[src/rtl/inst_fetch_pkg.sv]
// Shared constants for the instruction fetch stage.
package inst_fetch_pkg;

    localparam logic [31:0] DEFAULT_RESET_PC = 32'h0000_0000;
    // Canonical NOP (addi x0, x0, 0); also the power-on content of fetch buffer slots.
    localparam logic [31:0] INST_NOP = 32'h0000_0013;

endpackage

[src/rtl/fetch_fifo.sv]
// Small flushable FIFO holding {pc, inst} pairs between imem and the decoder.
module fetch_fifo #(
    parameter int WIDTH = 64,
    parameter int DEPTH = 2,
    parameter logic [WIDTH-1:0] INIT = '0
) (
    input  logic                       clk,
    input  logic                       rst_n,
    input  logic                       flush,
    input  logic                       push,
    input  logic                       pop,
    input  logic [WIDTH-1:0]           wdata,
    output logic [WIDTH-1:0]           head,
    output logic [$clog2(DEPTH+1)-1:0] count
);

    localparam int AW = $clog2(DEPTH);
    localparam int CW = $clog2(DEPTH+1);

    logic [WIDTH-1:0] mem [DEPTH];
    logic [AW-1:0]    wptr;
    logic [AW-1:0]    rptr;

    // Pointers wrap naturally because DEPTH is a power of two.
    always_ff @(posedge clk or negedge rst_n) begin
        if (!rst_n) begin
            wptr  <= '0;
            rptr  <= '0;
            count <= '0;
            for (int i = 0; i < DEPTH; i++) mem[i] <= INIT;
        end else if (flush) begin
            wptr  <= '0;
            rptr  <= '0;
            count <= '0;
        end else begin
            if (push) begin
                mem[wptr] <= wdata;
                wptr      <= wptr + AW'(1);
            end
            if (pop) rptr <= rptr + AW'(1);
            if (push && !pop)      count <= count + CW'(1);
            else if (pop && !push) count <= count - CW'(1);
        end
    end

    assign head = mem[rptr];

endmodule

[src/rtl/inst_fetch.sv]
// Instruction fetch: owns the PC, issues credit-limited imem requests and
// hands {inst, pc} to the decoder through a flushable FIFO.
module inst_fetch
    import inst_fetch_pkg::*;
#(
    parameter int              XLEN     = 32,
    parameter logic [XLEN-1:0] RESET_PC = DEFAULT_RESET_PC,
    parameter int              DEPTH    = 2
) (
    input  logic            clk,
    input  logic            rst_n,
    input  logic            redirect_valid,
    input  logic [XLEN-1:0] redirect_pc,
    output logic            imem_req_valid,
    input  logic            imem_req_ready,
    output logic [XLEN-1:0] imem_req_addr,
    input  logic            imem_resp_valid,
    input  logic [XLEN-1:0] imem_resp_data,
    output logic            out_valid,
    input  logic            out_ready,
    output logic [XLEN-1:0] out_inst,
    output logic [XLEN-1:0] out_pc
);

    localparam int CW = $clog2(DEPTH+1);

    logic [XLEN-1:0]   pc;
    logic [XLEN-1:0]   resp_pc;
    logic [XLEN-1:0]   target;
    logic [CW-1:0]     count;
    logic [CW-1:0]     outstanding;
    logic [CW-1:0]     discard;
    logic [CW:0]       inflight;
    logic              fire;
    logic              keep;
    logic              pop;
    logic [2*XLEN-1:0] head;

    assign target   = {redirect_pc[XLEN-1:2], 2'b00};
    // Buffered plus outstanding words never exceed DEPTH, so every response has a slot.
    assign inflight = {1'b0, count} + {1'b0, outstanding};

    assign imem_req_valid = rst_n && !redirect_valid && (inflight < (CW+1)'(DEPTH));
    assign imem_req_addr  = pc;
    assign fire           = imem_req_valid && imem_req_ready;
    assign keep           = imem_resp_valid && !redirect_valid && (discard == '0);

    assign out_valid         = (count != '0) && !redirect_valid;
    assign pop               = out_valid && out_ready;
    assign {out_pc, out_inst} = head;

    always_ff @(posedge clk or negedge rst_n) begin
        if (!rst_n) begin
            pc          <= RESET_PC;
            resp_pc     <= RESET_PC;
            outstanding <= '0;
            discard     <= '0;
        end else if (redirect_valid) begin
            // Words still owed by imem belong to the old path; drop them on arrival.
            pc          <= target;
            resp_pc     <= target;
            outstanding <= outstanding - CW'(imem_resp_valid);
            discard     <= outstanding - CW'(imem_resp_valid);
        end else begin
            if (fire) pc <= pc + XLEN'(4);
            if (keep) resp_pc <= resp_pc + XLEN'(4);
            if (imem_resp_valid && discard != '0) discard <= discard - CW'(1);
            outstanding <= outstanding + CW'(fire) - CW'(imem_resp_valid);
        end
    end

    fetch_fifo #(
        .WIDTH (2*XLEN),
        .DEPTH (DEPTH),
        .INIT  ({RESET_PC, XLEN'(INST_NOP)})
    ) u_fifo (
        .clk   (clk),
        .rst_n (rst_n),
        .flush (redirect_valid),
        .push  (keep),
        .pop   (pop),
        .wdata ({resp_pc, imem_resp_data}),
        .head  (head),
        .count (count)
    );

endmodule

[config.mk]
export PLATFORM = sky130hd
export DESIGN_NAME = inst_fetch
export DESIGN_NICKNAME = d
export VERILOG_FILES = /design/src/rtl/inst_fetch_pkg.sv /design/src/rtl/fetch_fifo.sv /design/src/rtl/inst_fetch.sv
export SDC_FILE = /design/constraint.sdc
export NUM_CORES = 1
export LEC_CHECK = 0
export ABC_AREA = 1
export ABC_CLOCK_PERIOD_IN_PS = 6900
export CAP_MARGIN = 25
export CORE_AREA = 2 2 160 123
export DETAILED_ROUTE_END_ITERATION = 10
export DIE_AREA = 0 0 162 125
export GPL_TIMING_DRIVEN = 0
export PLACE_DENSITY = 0.8
export SYNTH_ARGS = -nofsm -noshare
export SYNTH_HDL_FRONTEND = slang
export SYNTH_SLANG_ARGS = --single-unit
[constraint.sdc]
create_clock -name clk -period 6.9 [get_ports clk]
set_input_delay 0.69 -clock clk [delete_from_list [all_inputs] [get_ports clk]]
set_output_delay 0.69 -clock clk [all_outputs]
set_load 0.1 [all_outputs]
==> results.yml, run 1 <==
die:
  core_mm2: 0.0188
  die_area_mm2: 0.0203
  die_w_um: 162
  rows: 44
  start_util_pct: 52.8
  ios: 168
  fp.dieH_um: 125
sta:
  timing.final.crit_period_ns: 3.84
  slew_headroom_pct: 30.6
  fin_skew_ns: 0.0129
  setup_viol: 0
  fin_setup_tns_ns: 0
  maxSlewViolCount: 0
  final_hold_viol_count: 0
  finalCritPeriodShare_pct: 55.6
  rsz0062_at_grt: "false"
  fmax_mhz: 260
  worstMarginPinSlew_ns: 1.04
clocking:
  cts_buffers: 17
  cts-root-buf: "clkbuf_16"
  clock_sinks: 192
  holdBufCountCts: 0
  htreeDepth: 4
  cts_resized: 0
  post_cts_buffers: 0
  clk_pin_slew_ns: 0.08
  cts_buffer_depth: 2
  clock_latency_ns: 0.45
  cts_tree: "built"
global_routing:
  track_usage_pct: 27.5
  grt_pass1_wl_mm: 44.2
  grt_pass1_vias: 8730
  antenna_found_initial: 0
  grt_overflow: 0
  grt_max_degree: 120
layout:
  drive_gt1_share_pct: 11.3
  area.growth.synth_to_final_pct: 25.7
  nNetsFinal: 1468
  final_util_pct: 66.3
  fillers: 1512
  postLayoutCellArea_mm2: 0.0125
  instances_no_fill: 1657
  diodes: 0
synthesis:
  ys_top_cells_by_count: "nand2_1 (342), dfrtp_1 (186), o21ai_0 (165)"
  ys_async_sr_fraction_pct: 100
  synthFlopType: "dfrtp_1"
  syn_area_mm2: 0.00993
  seq_area_frac_synth_pct: 48.5
  synth_top_area_cell: "dfrtp_1"
  synth_edf_count: 0
  ys_types: 43
  ys_ff_latch: 192
  ys_warn_count: 0
  synthTopCellsByArea: "dfrtp_1 (47%), nand2_1 (13%), o21ai_0 (8.3%)"
  synth.most_common_cell: "nand2_1"
  synth_top_area_share_pct: 46.9
  synth_cells: 1208
  syn_avg_cell_area_um2: 8.22
detailed_routing:
  wl_mm: 27.6
  wl_per_cell_um: 16.6
  via_per_inst: 5.43
  drtAntennaViolNets: 0
  vias: 9003
  drt_iter0_markers: 756
  remaining_drc_errors: 0
  drtPass1Iterations: 5
pwr:
  p_sw_w: 0.00341
  peakVddDrop_uv: 365
  power.density_mw_per_mm2: 512
  leakage_nw: 5.83
  power_w: 0.00639
  pwr-share-comb_pct: 55.6
  seqPwrFrac_pct: 28.6
  power.internal_w: 0.00298
  sw_frac_of_total_pct: 53.4
  clkPwrFrac_pct: 15.8
critical_path:
  crit_path_end_kind: "output pin"
  reg2reg_from: "u_fifo.count[0]"
  worstSetupStartpointType: "primary input"
  worst-path-max-fanout: 119
  cp_data_arrival_time_ns: 3.15
  path_class: "in2out"
  required_ns: 6.21
  critPathLaunch: "rst_n"
place:
  post_dp_cell_area_mm2: 0.0119
  hpwl_mm: 19.7
  place.gp.congestion: 0.901
  port_buffers: 160
  place_inst: 1625
status:
  outcome: "completed"
min_path:
  hold_path_class: "in2async"
run:
  cap_violations: 0
## cell type report
cell class              count  area (µm²)  share of cell area, %
multi-input cells         826        4330                   34.7
clock buffers              17         425                   3.41
plain buffers              52         264                   2.11
repair buffers            161        1630                   13.1
flip-flops and latches    192        4810                   38.5
inverters                 141         534                   4.28
well taps                 253         317                   2.53
clock inverters            15         170                   1.36
## stage by stage
stage	hold slack (ns)	worst slack, ns
floorplan	0.394	4.02
global placement	0.460	-3.13
detailed placement	0.467	3.00
CTS	0.362	2.99
global route	0.400	2.81
finish	0.331	3.06
## worst max-delay path: stages
cell,delay [ns]
buf_8,0.62
buf_16,0.38
nand3_4,0.16
inv_1,0.08
clkdlybuf4s50_1,1.12
## sequential cells by signal, summed over array words and instances (netlist names)
register and cells:
u_fifo.mem 124, imem_req_addr 30, resp_pc 30, discard 2
outstanding 2, u_fifo.count 2, u_fifo.rptr 1, u_fifo.wptr 1
## kinds of logic after synthesis
family,synth area share [%]
other cells,0.0378
flops,48.5
buf+inv,8.04
compound gates,12.0
fa+ha+maj,0.957
simple gates,21.8
xor+xnor,1.68
mux,7.03
## routing by layer
layer  global-route usage, %  wire length (µm)  up-vias
met4                    8.22               578        0
met3                    6.70              2410       51
met5                       0                 0        -
met2                    41.1             11900      434
li1                        -                 -     4258
met1                    40.2             12700     4260
## cell usage in the layout (no fill, tap or decap), types with 20 or more instances in the layout
cell / n
a21oi_1: 20
buf_2: 22
clkbuf_1: 21
clkdlybuf4s50_1: 159
dfrtp_1: 186
inv_1: 138
mux2_2: 62
nand2_1: 342
nand3_1: 65
nor2_1: 69
o21ai_0: 165
## power groups by stage
stage | registers, W | clock network [W] | logic (W)
global placement | 0.00181 | 0 | 0.00350
global route | 0.00188 | 0.00106 | 0.00374
detailed placement | 0.00183 | 0 | 0.00354
floorplan | 0.00201 | 0 | 0.00251
finish | 0.00183 | 0.00101 | 0.00356
CTS | 0.00182 | 0.00102 | 0.00356
## final timing paths
check                      slack [ns]              to  cells past startpoint
setup / recovery                 3.06  imem_req_valid                      5
hold / removal                   0.33  u_fifo.mem[71]                      1
setup reg to reg                 4.32  outstanding[1]                     13
hold reg to reg                  0.48  u_fifo.mem[25]                      2
max in group asynchronous        5.69     resp_pc[20]                      2
min in group clk                 0.48  u_fifo.mem[25]                      2
(Power assumes the default switching activity.)
==> inputs of run 2 (changes only) <==
ABC_CLOCK_PERIOD_IN_PS = 4000   (was 6900)
clock period = 4 ns   (was 6.9 ns; I/O delays follow)
==> results of run 2 <==
Same layout as run 1 (identical final DEF). Status: completed.
Main changes from that run: setup slack after placement 3.00 ns -> 0.675 ns; setup slack after layout 3.06 ns -> 0.503 ns; hold slack 0.331 ns -> 0.0405 ns; start point of the critical path rst_n -> u_fifo.rptr; end point of the critical path imem_req_valid -> out_pc[20]; register-to-register setup slack 4.32 ns -> 1.42 ns; total power 0.00639 W -> 0.0110 W; worst IR drop on VDD 365 µV -> 629 µV
==> edit 1, RTL diff (config.mk and constraints of run 1) <==
Change the parameter `XLEN` from 32 to 64.
--- a/src/rtl/inst_fetch.sv
+++ b/src/rtl/inst_fetch.sv
@@ -4,5 +4,5 @@
     import inst_fetch_pkg::*;
 #(
-    parameter int              XLEN     = 32,
+    parameter int              XLEN     = 64,
     parameter logic [XLEN-1:0] RESET_PC = DEFAULT_RESET_PC,
     parameter int              DEPTH    = 2
Interface: changed (5 resized); port bits go from 168 to 328. The function was not compared with the original's and may differ.
==> edit 1 against run 1 <==
  * The flow now stops in global placement without I/O
  * Area after synthesis up 110%
==> edit 1: results (changes against run 1) <==
status: "stopped before the end"
failing_step: "global placement without I/O"
error: "[ERROR GPL-0301] Utilization 121.703 % exceeds 100%."
synth_area_leaders: "dfrtp_1 (46%), nand2_1 (14%), o21ai_0 (7.8%), mux2_2 (6.9%), inv_1 (5.2%)"
dieWidth_um: 162  # unchanged
synth_area_per_cell_sq_um: 7.90  # -3.9%
ys_seq_area_share_pct: 46.7  # -1.7 points
synthTopCellsByCount: "nand2_1 (758), dfrtp_1 (378), o21ai_0 (322)"
ys_async_sr_fraction_pct: 100  # unchanged
ys_warn_count: 0  # unchanged
synth-seq-cells: 384  # +100%
yosysUniqueCellTypes: 42  # -2.3%
edit 1: cells by family after synthesis:
| logic type | after synthesis | share of synthesized area [%] |
|---|---|---|
| muxes | 126 | 6.89 |
| buffers and inverters | 399 | 7.70 |
| DFF | 384 | 46.7 |
| other | 1 | 0.0182 |
| AOI/OAI and AO/OA | 416 | 10.9 |
| adders and majority gates | 7 | 0.462 |
| xor gates and xnor gates | 38 | 1.62 |
| and+or+nand+nor | 1234 | 25.7 |
==> edit 2, RTL diff (flow settings as in run 1) <==
Without the edit above. Reset style: synchronous (`rst_n`), changed in 2 clocked blocks.
--- a/src/rtl/fetch_fifo.sv
+++ b/src/rtl/fetch_fifo.sv
@@ -23,5 +23,5 @@
 
     // Pointers wrap naturally because DEPTH is a power of two.
-    always_ff @(posedge clk or negedge rst_n) begin
+    always_ff @(posedge clk) begin
         if (!rst_n) begin
             wptr  <= '0;
--- a/src/rtl/inst_fetch.sv
+++ b/src/rtl/inst_fetch.sv
@@ -50,5 +50,5 @@
     assign {out_pc, out_inst} = head;
 
-    always_ff @(posedge clk or negedge rst_n) begin
+    always_ff @(posedge clk) begin
         if (!rst_n) begin
             pc          <= RESET_PC;
Formal check against the unedited RTL: differs if rst_n is asserted again (counterexample within 4 cycles, from zero or initial values and one cycle with rst_n low); with rst_n held inactive, the same outputs for 4 cycles.
==> edit 2 against run 1 <==
  * Count of clock-buffer cells in the layout stayed put
  * Design area is 1.1% lower
  * Setup slack worse by 0.12 ns
  * Area after synthesis is 1.3% lower
  * Critical path type unchanged
  * Routed wire length is 1.5% lower
  * Sequential cell count is 1 higher
Power is not compared: it rests on default switching activity, and its combinational part moved more than twofold at a synthesized area within 25%.
==> edit 2: results (changes against run 1) <==
wl_met1_mm: 12.2  # -3.6%
grt_pass1_vias: 7994  # -8.4%
synth_compound_area_share_pct: 8.10  # -3.9 points
multi_input_cells: 771  # -6.7%
synth_xor_area_share_pct: 0.268  # -1.4 points
ys_async_sr_fraction_pct: 0  # -100 points
n_fill_cell: 1559  # +3.1%
num-nonclk-buffers: 206  # -3.3%
grt_util_all_layers_pct: 27.0  # -0.59 points
placed_area_sq_mm: 0.0118  # -1.2%
fin_util_pct: 65.6  # -0.72 points
dp.cells: 1561  # -3.9%
avgViaCountPerCell: 5.42  # -0.15%
worstHoldPathType: "flip-flop to flip-flop"
crit_fanout: 9  # -92%
synthTopCellsByCount: "nand2_1 (214), nor2_1 (212), inv_1 (127)"
met2_usage_pct: 41.9  # +0.88 points
clkCellAreaFrac_pct: 4.86  # +0.093 points
synth_area_leaders: "edfxtp_1 (38%), dfxtp_1 (14%), nand2_1 (8.2%), nor2_1 (8.1%), mux2_2 (7.1%)"
synthMuxAreaShare_pct: 7.13  # +0.096 points
io_buffers: 161  # +0.63%
synth_area_per_cell_sq_um: 8.56  # +4.2%
synth-adder-area-share_pct: 1.10  # +0.14 points
wl_met2_mm: 12.4  # +4.0%
grt_pass1_wl_mm: 42.1  # -4.6%
routed_wl_mm: 27.2  # -1.5%
clock_skew_ns: 0.0153  # +0.00238 ns
dpl_worst_slack_ns: 2.98  # -0.0198 ns
synthFlopType: "edfxtp_1"
buf_share_pct: 15.0  # -0.17 points
grt.met3_usage_pct: 5.24  # -1.5 points
status: "complete, no violations"
n_all_inverters: 138  # -2.1%
firstDrtPassIters: 6  # +1
reg2reg_from: "discard[0]"
via_count: 8642  # -4.0%
wl_met3_mm: 2.21  # -8.1%
hpwl_mm: 19.7  # +0.23%
synth-seq-cells: 193  # +0.52%
seq-cell-share_pct: 41.3  # +2.8 points
gp_congestion: 0.969  # +7.5%
multi_input_area_share_pct: 32.0  # -2.7 points
nNetsFinal: 1405  # -4.3%
grt_max_degree: 63  # -48%
grtUsageMet1_pct: 39.3  # -0.92 points
yosysUniqueCellTypes: 41  # -4.7%
synth_edf_count: 124  # +124
edit 2: power groups by stage:
stage / logic (mW) / clock network [mW] / registers [mW]
after floorplan: 0.348 / 0 / 1.44
after global placement: 0.599 / 0 / 1.36
after detailed placement: 0.606 / 0 / 1.36
after CTS: 0.609 / 1.01 / 1.33
after global routing: 0.640 / 1.06 / 1.34
final: 0.611 / 1.01 / 1.33
edit 2: path summary, 6_finish.rpt:
| kind | end | slack [ns] | depth (start not counted) |
|---|---|---|---|
| worst max register to register | u_fifo.mem[1][42] | 4.11 | 9 |
| worst min-delay path | u_fifo.count[1] | 0.53 | 2 |
| worst max-delay path | imem_req_valid | 2.94 | 6 |
| worst min register to register | u_fifo.count[1] | 0.53 | 2 |
edit 2: critical path: stages:
cell and delay (ns):
clkdlybuf4s50_1 0.54, inv_2 0.14, nor2_4 0.34, inv_2 0.19
nor3_1 0.20, clkdlybuf4s50_1 1.16
